--- config.mk ---
export PLATFORM = sky130hd
export DESIGN_NAME = core_ctrl_flat
export DESIGN_NICKNAME = d
export VERILOG_FILES = /design/src/rtl/core_ctrl_if.sv /design/src/rtl/core_ctrl.sv /design/src/flat_wrapper.sv
export SDC_FILE = /design/constraint.sdc
export NUM_CORES = 1
export LEC_CHECK = 0
export CAP_MARGIN = 20
export CORE_ASPECT_RATIO = 1.1
export CORE_UTILIZATION = 30
export CTS_BUF_LIST = sky130_fd_sc_hd__clkbuf_8 sky130_fd_sc_hd__clkbuf_16
export CTS_CLUSTER_DIAMETER = 50
export CTS_CLUSTER_SIZE = 12
export DETAILED_ROUTE_END_ITERATION = 10
export PLACE_DENSITY = 0.83
export SLEW_MARGIN = 20
export SYNTH_ARGS = -nofsm -noshare
export SYNTH_HDL_FRONTEND = slang
export SYNTH_SLANG_ARGS = --single-unit
--- constraint.sdc ---
create_clock -name clk -period 3 [get_ports clk]
set_input_delay 0.3 -clock clk [delete_from_list [all_inputs] [get_ports clk]]
set_output_delay 0.3 -clock clk [all_outputs]
set_load 0.1 [all_outputs]
--- src/rtl/core_ctrl_if.sv ---
// core_ctrl_if: pipeline-control bundle between the datapath and core_ctrl.
//   Datapath -> controller: jump_flag_in, jump_addr_in, load_pending_in,
//     ex_rd_in, id_rs1_in, id_rs2_in, id_uses_rs1_in, id_uses_rs2_in, halt_req_in
//   Controller -> datapath: pc_we_out, pc_next_out, hold_pc_out, hold_if_id_out,
//     flush_if_id_out, flush_id_ex_out, halted_out, state_out
//   slave modport is the controller view, master modport is the datapath view.
interface core_ctrl_if;
  logic        jump_flag_in;
  logic [31:0] jump_addr_in;
  logic        load_pending_in;
  logic [4:0]  ex_rd_in;
  logic [4:0]  id_rs1_in;
  logic [4:0]  id_rs2_in;
  logic        id_uses_rs1_in;
  logic        id_uses_rs2_in;
  logic        halt_req_in;

  logic        pc_we_out;
  logic [31:0] pc_next_out;
  logic        hold_pc_out;
  logic        hold_if_id_out;
  logic        flush_if_id_out;
  logic        flush_id_ex_out;
  logic        halted_out;
  logic [1:0]  state_out;

  modport slave (
    input  jump_flag_in, jump_addr_in, load_pending_in, ex_rd_in,
           id_rs1_in, id_rs2_in, id_uses_rs1_in, id_uses_rs2_in, halt_req_in,
    output pc_we_out, pc_next_out, hold_pc_out, hold_if_id_out,
           flush_if_id_out, flush_id_ex_out, halted_out, state_out
  );

  modport master (
    output jump_flag_in, jump_addr_in, load_pending_in, ex_rd_in,
           id_rs1_in, id_rs2_in, id_uses_rs1_in, id_uses_rs2_in, halt_req_in,
    input  pc_we_out, pc_next_out, hold_pc_out, hold_if_id_out,
           flush_if_id_out, flush_id_ex_out, halted_out, state_out
  );
endinterface

--- src/rtl/core_ctrl.sv ---
// core_ctrl: pipeline hazard/redirect/halt controller.
//   clk  : pipeline clock, rising edge
//   rst  : asynchronous reset, active low
//   ctrl : core_ctrl_if.slave bundle (jump, load-use hazard, halt inputs;
//          PC write/redirect, hold, flush, halted and state outputs)
// Only state, cnt and halt_pend are registered; every control output is a
// combinational function of state and inputs, forced to 0 while rst is low.
module core_ctrl #(
  parameter int unsigned FLUSH_CYCLES = 2,
  parameter int unsigned STALL_CYCLES = 2
) (
  input  logic        clk,
  input  logic        rst,
  core_ctrl_if.slave  ctrl
);

  localparam int unsigned CNT_W = 4;
  localparam logic [CNT_W-1:0] FLUSH_INIT = CNT_W'(FLUSH_CYCLES - 1);
  localparam logic [CNT_W-1:0] STALL_INIT = CNT_W'(STALL_CYCLES - 1);

  typedef enum logic [1:0] {
    ST_RUN   = 2'd0,
    ST_STALL = 2'd1,
    ST_FLUSH = 2'd2,
    ST_HALT  = 2'd3
  } state_t;

  state_t           r_state, w_state_nxt;
  logic [CNT_W-1:0] r_cnt, w_cnt_nxt;
  logic             r_halt_pend, w_halt_pend_nxt;

  logic w_hazard;
  logic w_halt_any;
  logic w_pc_we, w_hold, w_flush_if, w_flush_ex, w_halted;

  // Load-use hazard: EX load writes a register that ID is about to read.
  assign w_hazard = ctrl.load_pending_in && (ctrl.ex_rd_in != 5'd0) &&
                    ((ctrl.id_uses_rs1_in && (ctrl.id_rs1_in == ctrl.ex_rd_in)) ||
                     (ctrl.id_uses_rs2_in && (ctrl.id_rs2_in == ctrl.ex_rd_in)));

  // A halt requested on the last cycle of a sequence is honoured on exit too.
  assign w_halt_any = r_halt_pend || ctrl.halt_req_in;

  // State register
  always_ff @(posedge clk or negedge rst) begin
    if (!rst) begin
      r_state     <= ST_RUN;
      r_cnt       <= '0;
      r_halt_pend <= 1'b0;
    end else begin
      r_state     <= w_state_nxt;
      r_cnt       <= w_cnt_nxt;
      r_halt_pend <= w_halt_pend_nxt;
    end
  end

  // Next-state and control outputs
  always_comb begin
    w_state_nxt     = r_state;
    w_cnt_nxt       = r_cnt;
    w_halt_pend_nxt = r_halt_pend;
    w_pc_we         = 1'b0;
    w_hold          = 1'b0;
    w_flush_if      = 1'b0;
    w_flush_ex      = 1'b0;
    w_halted        = 1'b0;

    unique case (r_state)
      ST_RUN, ST_STALL: begin
        if (ctrl.jump_flag_in) begin
          w_pc_we    = 1'b1;
          w_flush_if = 1'b1;
          w_flush_ex = 1'b1;
          if (FLUSH_CYCLES > 1) begin
            w_state_nxt     = ST_FLUSH;
            w_cnt_nxt       = FLUSH_INIT;
            w_halt_pend_nxt = (r_state == ST_STALL) ? w_halt_any : ctrl.halt_req_in;
          end else begin
            // Single-cycle redirect: the sequence ends here, so a halt applies now.
            w_state_nxt     = ((r_state == ST_STALL) ? w_halt_any : ctrl.halt_req_in)
                              ? ST_HALT : ST_RUN;
            w_cnt_nxt       = '0;
            w_halt_pend_nxt = 1'b0;
          end
        end else if (r_state == ST_STALL) begin
          w_hold     = 1'b1;
          w_flush_ex = 1'b1;
          if (r_cnt <= CNT_W'(1)) begin
            w_state_nxt     = w_halt_any ? ST_HALT : ST_RUN;
            w_cnt_nxt       = '0;
            w_halt_pend_nxt = 1'b0;
          end else begin
            w_cnt_nxt       = r_cnt - CNT_W'(1);
            w_halt_pend_nxt = w_halt_any;
          end
        end else if (w_hazard) begin
          w_hold     = 1'b1;
          w_flush_ex = 1'b1;
          if (STALL_CYCLES > 1) begin
            w_state_nxt     = ST_STALL;
            w_cnt_nxt       = STALL_INIT;
            w_halt_pend_nxt = ctrl.halt_req_in;
          end else begin
            w_state_nxt     = ctrl.halt_req_in ? ST_HALT : ST_RUN;
            w_cnt_nxt       = '0;
            w_halt_pend_nxt = 1'b0;
          end
        end else if (ctrl.halt_req_in) begin
          w_state_nxt = ST_HALT;
        end
      end

      ST_FLUSH: begin
        w_flush_if = 1'b1;
        w_flush_ex = 1'b1;
        if (r_cnt <= CNT_W'(1)) begin
          w_state_nxt     = w_halt_any ? ST_HALT : ST_RUN;
          w_cnt_nxt       = '0;
          w_halt_pend_nxt = 1'b0;
        end else begin
          w_cnt_nxt       = r_cnt - CNT_W'(1);
          w_halt_pend_nxt = w_halt_any;
        end
      end

      ST_HALT: begin
        w_hold          = 1'b1;
        w_flush_ex      = 1'b1;
        w_halted        = 1'b1;
        w_halt_pend_nxt = 1'b0;
        if (!ctrl.halt_req_in) begin
          w_state_nxt = ST_RUN;
        end
      end

      default: begin
        w_state_nxt = ST_RUN;
      end
    endcase
  end

  // Outputs are gated by reset so they drop immediately on assertion.
  assign ctrl.pc_we_out       = rst && w_pc_we;
  assign ctrl.pc_next_out     = (rst && w_pc_we) ? ctrl.jump_addr_in : 32'd0;
  assign ctrl.hold_pc_out     = rst && w_hold;
  assign ctrl.hold_if_id_out  = rst && w_hold;
  assign ctrl.flush_if_id_out = rst && w_flush_if;
  assign ctrl.flush_id_ex_out = rst && w_flush_ex;
  assign ctrl.halted_out      = rst && w_halted;
  assign ctrl.state_out       = rst ? 2'(r_state) : 2'd0;

endmodule

--- src/flat_wrapper.sv ---
// flat-port wrapper written by rule: the top's interface ports become plain ports
module core_ctrl_flat 
#(
  parameter int unsigned FLUSH_CYCLES = 2,
  parameter int unsigned STALL_CYCLES = 2
)
  (clk, rst, ctrl_jump_flag_in, ctrl_jump_addr_in, ctrl_load_pending_in, ctrl_ex_rd_in, ctrl_id_rs1_in, ctrl_id_rs2_in, ctrl_id_uses_rs1_in, ctrl_id_uses_rs2_in, ctrl_halt_req_in, ctrl_pc_we_out, ctrl_pc_next_out, ctrl_hold_pc_out, ctrl_hold_if_id_out, ctrl_flush_if_id_out, ctrl_flush_id_ex_out, ctrl_halted_out, ctrl_state_out);
  core_ctrl_if ctrl_i ();
  input  logic clk;
  input  logic rst;
  input wire logic [$bits(ctrl_i.jump_flag_in)-1:0] ctrl_jump_flag_in;
  input wire logic [$bits(ctrl_i.jump_addr_in)-1:0] ctrl_jump_addr_in;
  input wire logic [$bits(ctrl_i.load_pending_in)-1:0] ctrl_load_pending_in;
  input wire logic [$bits(ctrl_i.ex_rd_in)-1:0] ctrl_ex_rd_in;
  input wire logic [$bits(ctrl_i.id_rs1_in)-1:0] ctrl_id_rs1_in;
  input wire logic [$bits(ctrl_i.id_rs2_in)-1:0] ctrl_id_rs2_in;
  input wire logic [$bits(ctrl_i.id_uses_rs1_in)-1:0] ctrl_id_uses_rs1_in;
  input wire logic [$bits(ctrl_i.id_uses_rs2_in)-1:0] ctrl_id_uses_rs2_in;
  input wire logic [$bits(ctrl_i.halt_req_in)-1:0] ctrl_halt_req_in;
  output wire logic [$bits(ctrl_i.pc_we_out)-1:0] ctrl_pc_we_out;
  output wire logic [$bits(ctrl_i.pc_next_out)-1:0] ctrl_pc_next_out;
  output wire logic [$bits(ctrl_i.hold_pc_out)-1:0] ctrl_hold_pc_out;
  output wire logic [$bits(ctrl_i.hold_if_id_out)-1:0] ctrl_hold_if_id_out;
  output wire logic [$bits(ctrl_i.flush_if_id_out)-1:0] ctrl_flush_if_id_out;
  output wire logic [$bits(ctrl_i.flush_id_ex_out)-1:0] ctrl_flush_id_ex_out;
  output wire logic [$bits(ctrl_i.halted_out)-1:0] ctrl_halted_out;
  output wire logic [$bits(ctrl_i.state_out)-1:0] ctrl_state_out;
  assign ctrl_i.jump_flag_in = ctrl_jump_flag_in;
  assign ctrl_i.jump_addr_in = ctrl_jump_addr_in;
  assign ctrl_i.load_pending_in = ctrl_load_pending_in;
  assign ctrl_i.ex_rd_in = ctrl_ex_rd_in;
  assign ctrl_i.id_rs1_in = ctrl_id_rs1_in;
  assign ctrl_i.id_rs2_in = ctrl_id_rs2_in;
  assign ctrl_i.id_uses_rs1_in = ctrl_id_uses_rs1_in;
  assign ctrl_i.id_uses_rs2_in = ctrl_id_uses_rs2_in;
  assign ctrl_i.halt_req_in = ctrl_halt_req_in;
  assign ctrl_pc_we_out = ctrl_i.pc_we_out;
  assign ctrl_pc_next_out = ctrl_i.pc_next_out;
  assign ctrl_hold_pc_out = ctrl_i.hold_pc_out;
  assign ctrl_hold_if_id_out = ctrl_i.hold_if_id_out;
  assign ctrl_flush_if_id_out = ctrl_i.flush_if_id_out;
  assign ctrl_flush_id_ex_out = ctrl_i.flush_id_ex_out;
  assign ctrl_halted_out = ctrl_i.halted_out;
  assign ctrl_state_out = ctrl_i.state_out;
  core_ctrl #(.FLUSH_CYCLES(FLUSH_CYCLES), .STALL_CYCLES(STALL_CYCLES)) u_core (.clk(clk), .rst(rst), .ctrl(ctrl_i));
endmodule
==> impl_summary.md <==
Clock tree
The clock passes through at most 2 buffers. The level count of the clock H-tree is 1. Buffers inserted during clock tree synthesis total 3.

The clock root buffer master is sky130_fd_sc_hd__clkbuf_8. The total of hold buffers inserted after clock tree synthesis is 0. The clock tree from TritonCTS is yes. The source-to-sink clock delay at the later pin of the worst-skew pair is 230 ps. In this run, post-CTS repair resized a total of 0 instances. The number of clock sinks is 7.

The clock slew seen by the registers of the worst setup and hold paths is 40 ps. The post-CTS setup-driven buffer insertion count is 0.

STA
The final hold violation count is 0. The share of the clock period used by the worst path after layout is 86.0%. The count of endpoints failing setup in the final report is 0.

The clock skew after layout is 3.24 ps. For the final routed database, the setup TNS stands at 0 ps. Based on the critical path, the design can be clocked at up to 388 MHz.

The count of pins over their slew limit is 0. The worst pin sits at a relative slew slack of 57.5%. The time the worst path needs with I/O delays and setup is 2580 ps. Setup repair after global routing left no endpoint under its margin.

The slew at the pin with the worst max-slew slack is 632 ps.

Place
The number of instances in the placed design is 260. The cell area after placement is 0.00229 sq mm. After legalization and detailed placement, the total HPWL measured 3.06 mm.

The last weighted congestion value of the routability-driven placer is 0.907. The number of input and output port buffers inserted is 93.

Setup path
Data on the critical path is required at its endpoint by 2700 ps. By startpoint and endpoint, the worst setup path is classified as in2out. The element type at the critical path start is an input port.

The element type at the critical path end is an output pin. For the worst setup path, the data arrival time is 2280 ps. Of all nets on the critical path, the largest fanout is 4.

Layout
The total of fill cells in the finished design is 203. In the layout the commonest cells are sky130_fd_sc_hd__clkdlybuf4s50_1, sky130_fd_sc_hd__buf_12, sky130_fd_sc_hd__and2_1. From synthesis to final layout, the design area changed by 138%. The post-route netlist has 22.2% of its cells at a drive strength greater than 1. 0 antenna diodes ended up in the layout.

The count of cells in the finished layout, fillers not included, comes to 264. The layout net count is 287. The final cell area excluding filler cells is 0.00233 sq mm.

Leaving out fill and tap cells, the most frequent cell in the layout is sky130_fd_sc_hd__clkdlybuf4s50_1. Cells fill 75.9% of the core in the end.

Yosys
The largest family of logic cells by synthesized area is simple AND/OR/NAND/NOR gates. The part of the Yosys area used for sequential elements is 17.9%. The multiplexer share of the synthesized area is 1.02%. Dividing the synthesized area by the synthesized cell count gives 7.11 sq um.

The count of warnings emitted by yosys is 0. After synthesis, the netlist uses 37 different library cells. After technology mapping, the gate count stands at 138. The adder and majority gate portion of the synthesized area is 2.55%. The complex-gate fraction of the synthesized area is 21.2%. The net count after synthesis is 194. The area fraction in and, or, nand and nor cells after synthesis is 42.2%. After synthesis the cells add up to 981 sq um. The fraction of registers with async set/reset is 100%.

Summing the areas of all xor and xnor instances in the mapped netlist gives 9.82% of the synthesized area. The number of synthesized flops with an enable pin is 0. The main flop type after synthesis is sky130_fd_sc_hd__dfrtp_1. The number of synthesized register bits is 7.

Pwr
The analysis attributes to cell leakage a power of 0.967 nW. The cell area power density is 623 mW/mm^2. VDD sags by at most 0.000645 V.

Overall power consumption after layout is estimated at 1.45 mW.

Detailed routing
The first detailed-routing pass took 4 iterations. For this block, the initial DRC count from the detailed router was 95. Using the TritonRoute via totals, the vias-per-cell ratio works out to 5.17.

The via count of the routed design is 1,364. The wire length per cell is 13.9 microns. The number of nets with antenna violations after routing is 0. The number of remaining DRC errors is 0. The routed design has 3.68 mm of wire.

Global route
The number of global-route vias before repair is 1,218. Entering global routing, the biggest net connects 34 pins. The wire length of the first global-routing pass is 5.69 mm. The number of antenna violations at the first check in global routing is 0. The overflow left after global routing is 0.

The global router's overall resource usage is 20.8%.

Run status
The flow ran to the end, and the final reports show no timing, DRC or antenna violations.

Floorplanning
The core region is 0.00307 sq mm. The die span in y is 62.0 microns. The die covers 0.00350 sq mm. 94 I/O pins were placed. The initial core utilization is 31.9%. The floorplan has 21 rows.

The width of the die is 56.5 microns.

Flow run
Max-cap violations in this run came to 0.

Min path
The path class of the tightest hold or removal check is in2async.
stage by stage:
stage	hold WS [ps]	worst slack, ps
final	404	420
after global routing	421	318
after CTS	415	441
after detailed placement	602	444
after global placement	584	561
after floorplan	4.41	365
worst max-delay path, cell delays in order:
cell,delay (ps)
sky130_fd_sc_hd__clkdlybuf4s50_1,480
sky130_fd_sc_hd__xor2_1,200
sky130_fd_sc_hd__nor4_2,280
sky130_fd_sc_hd__a32oi_1,220
sky130_fd_sc_hd__o31ai_1,240
sky130_fd_sc_hd__and3_1,330
sky130_fd_sc_hd__buf_12,210
power breakdown:
part	internal (mW)	switching (mW)	total, mW
logic	0.409	0.688	1.10
clock network	0.0887	0.0435	0.132
registers	0.138	0.0877	0.225
total	0.635	0.819	1.45
state kept, by name, indices dropped and copies added, names as in the netlist:
signal / cells
u_core.r_cnt: 4
u_core.r_halt_pend: 1
u_core.r_state: 2
Yosys cell counts, drive strengths merged, types with 3 or more instances:
cell type | instances | area share [%]
xor2 | 9 | 8.0
clkbuf | 6 | 2.3
o21ai | 15 | 8.4
nor2 | 11 | 4.2
dfrtp | 7 | 18
nor4 | 3 | 2.6
nand2 | 7 | 2.7
a21oi | 6 | 3.1
and3 | 3 | 1.9
nand3 | 3 | 1.5
and2 | 35 | 22
inv | 6 | 2.3
path summary, 6_finish.rpt:
check	from	to	slack, ps	cells past startpoint
worst max-delay path	ctrl_ex_rd_in[2]	ctrl_hold_pc_out	420	7
worst min-delay path	rst	u_core.r_state[1]	400	2
worst max register to register	u_core.r_cnt[0]	u_core.r_cnt[3]	1000	7
worst min register to register	u_core.r_cnt[2]	u_core.r_cnt[2]	610	2
max in group asynchronous	rst	u_core.r_cnt[1]	2460	2
min in group clk	u_core.r_cnt[2]	u_core.r_cnt[2]	610	2
logic make-up (layout without fill, tap and decap cells):
family          count (synthesis)  count (layout)
simple gates                   72              72
buf+inv                        13             105
mux                             1               1
fa+ha+maj                       2               2
compound gates                 32              32
flops                           7               7
xor+xnor                       11              11
routing by layer:
metal  up-vias  wire length (microns)  GRT usage (%)
met5         -                      0              0
met4         0                     72           7.32
met3        11                    338           3.52
met2        85                   1850           39.8
met1       618                   1410           23.8
li1        650                      -              -
cell type report:
cell class	count	area, sq um	area share, %
Clock inverter	1	3.75	0.161
Clock buffer	3	41.3	1.77
Multi-Input combinational cell	118	753	32.3
Inverter	6	22.5	0.965
Sequential cell	7	175	7.50
Timing Repair Buffer	95	1300	55.5
Tap cell	34	42.5	1.82
No activity file was read; power rests on OpenSTA's default activity.
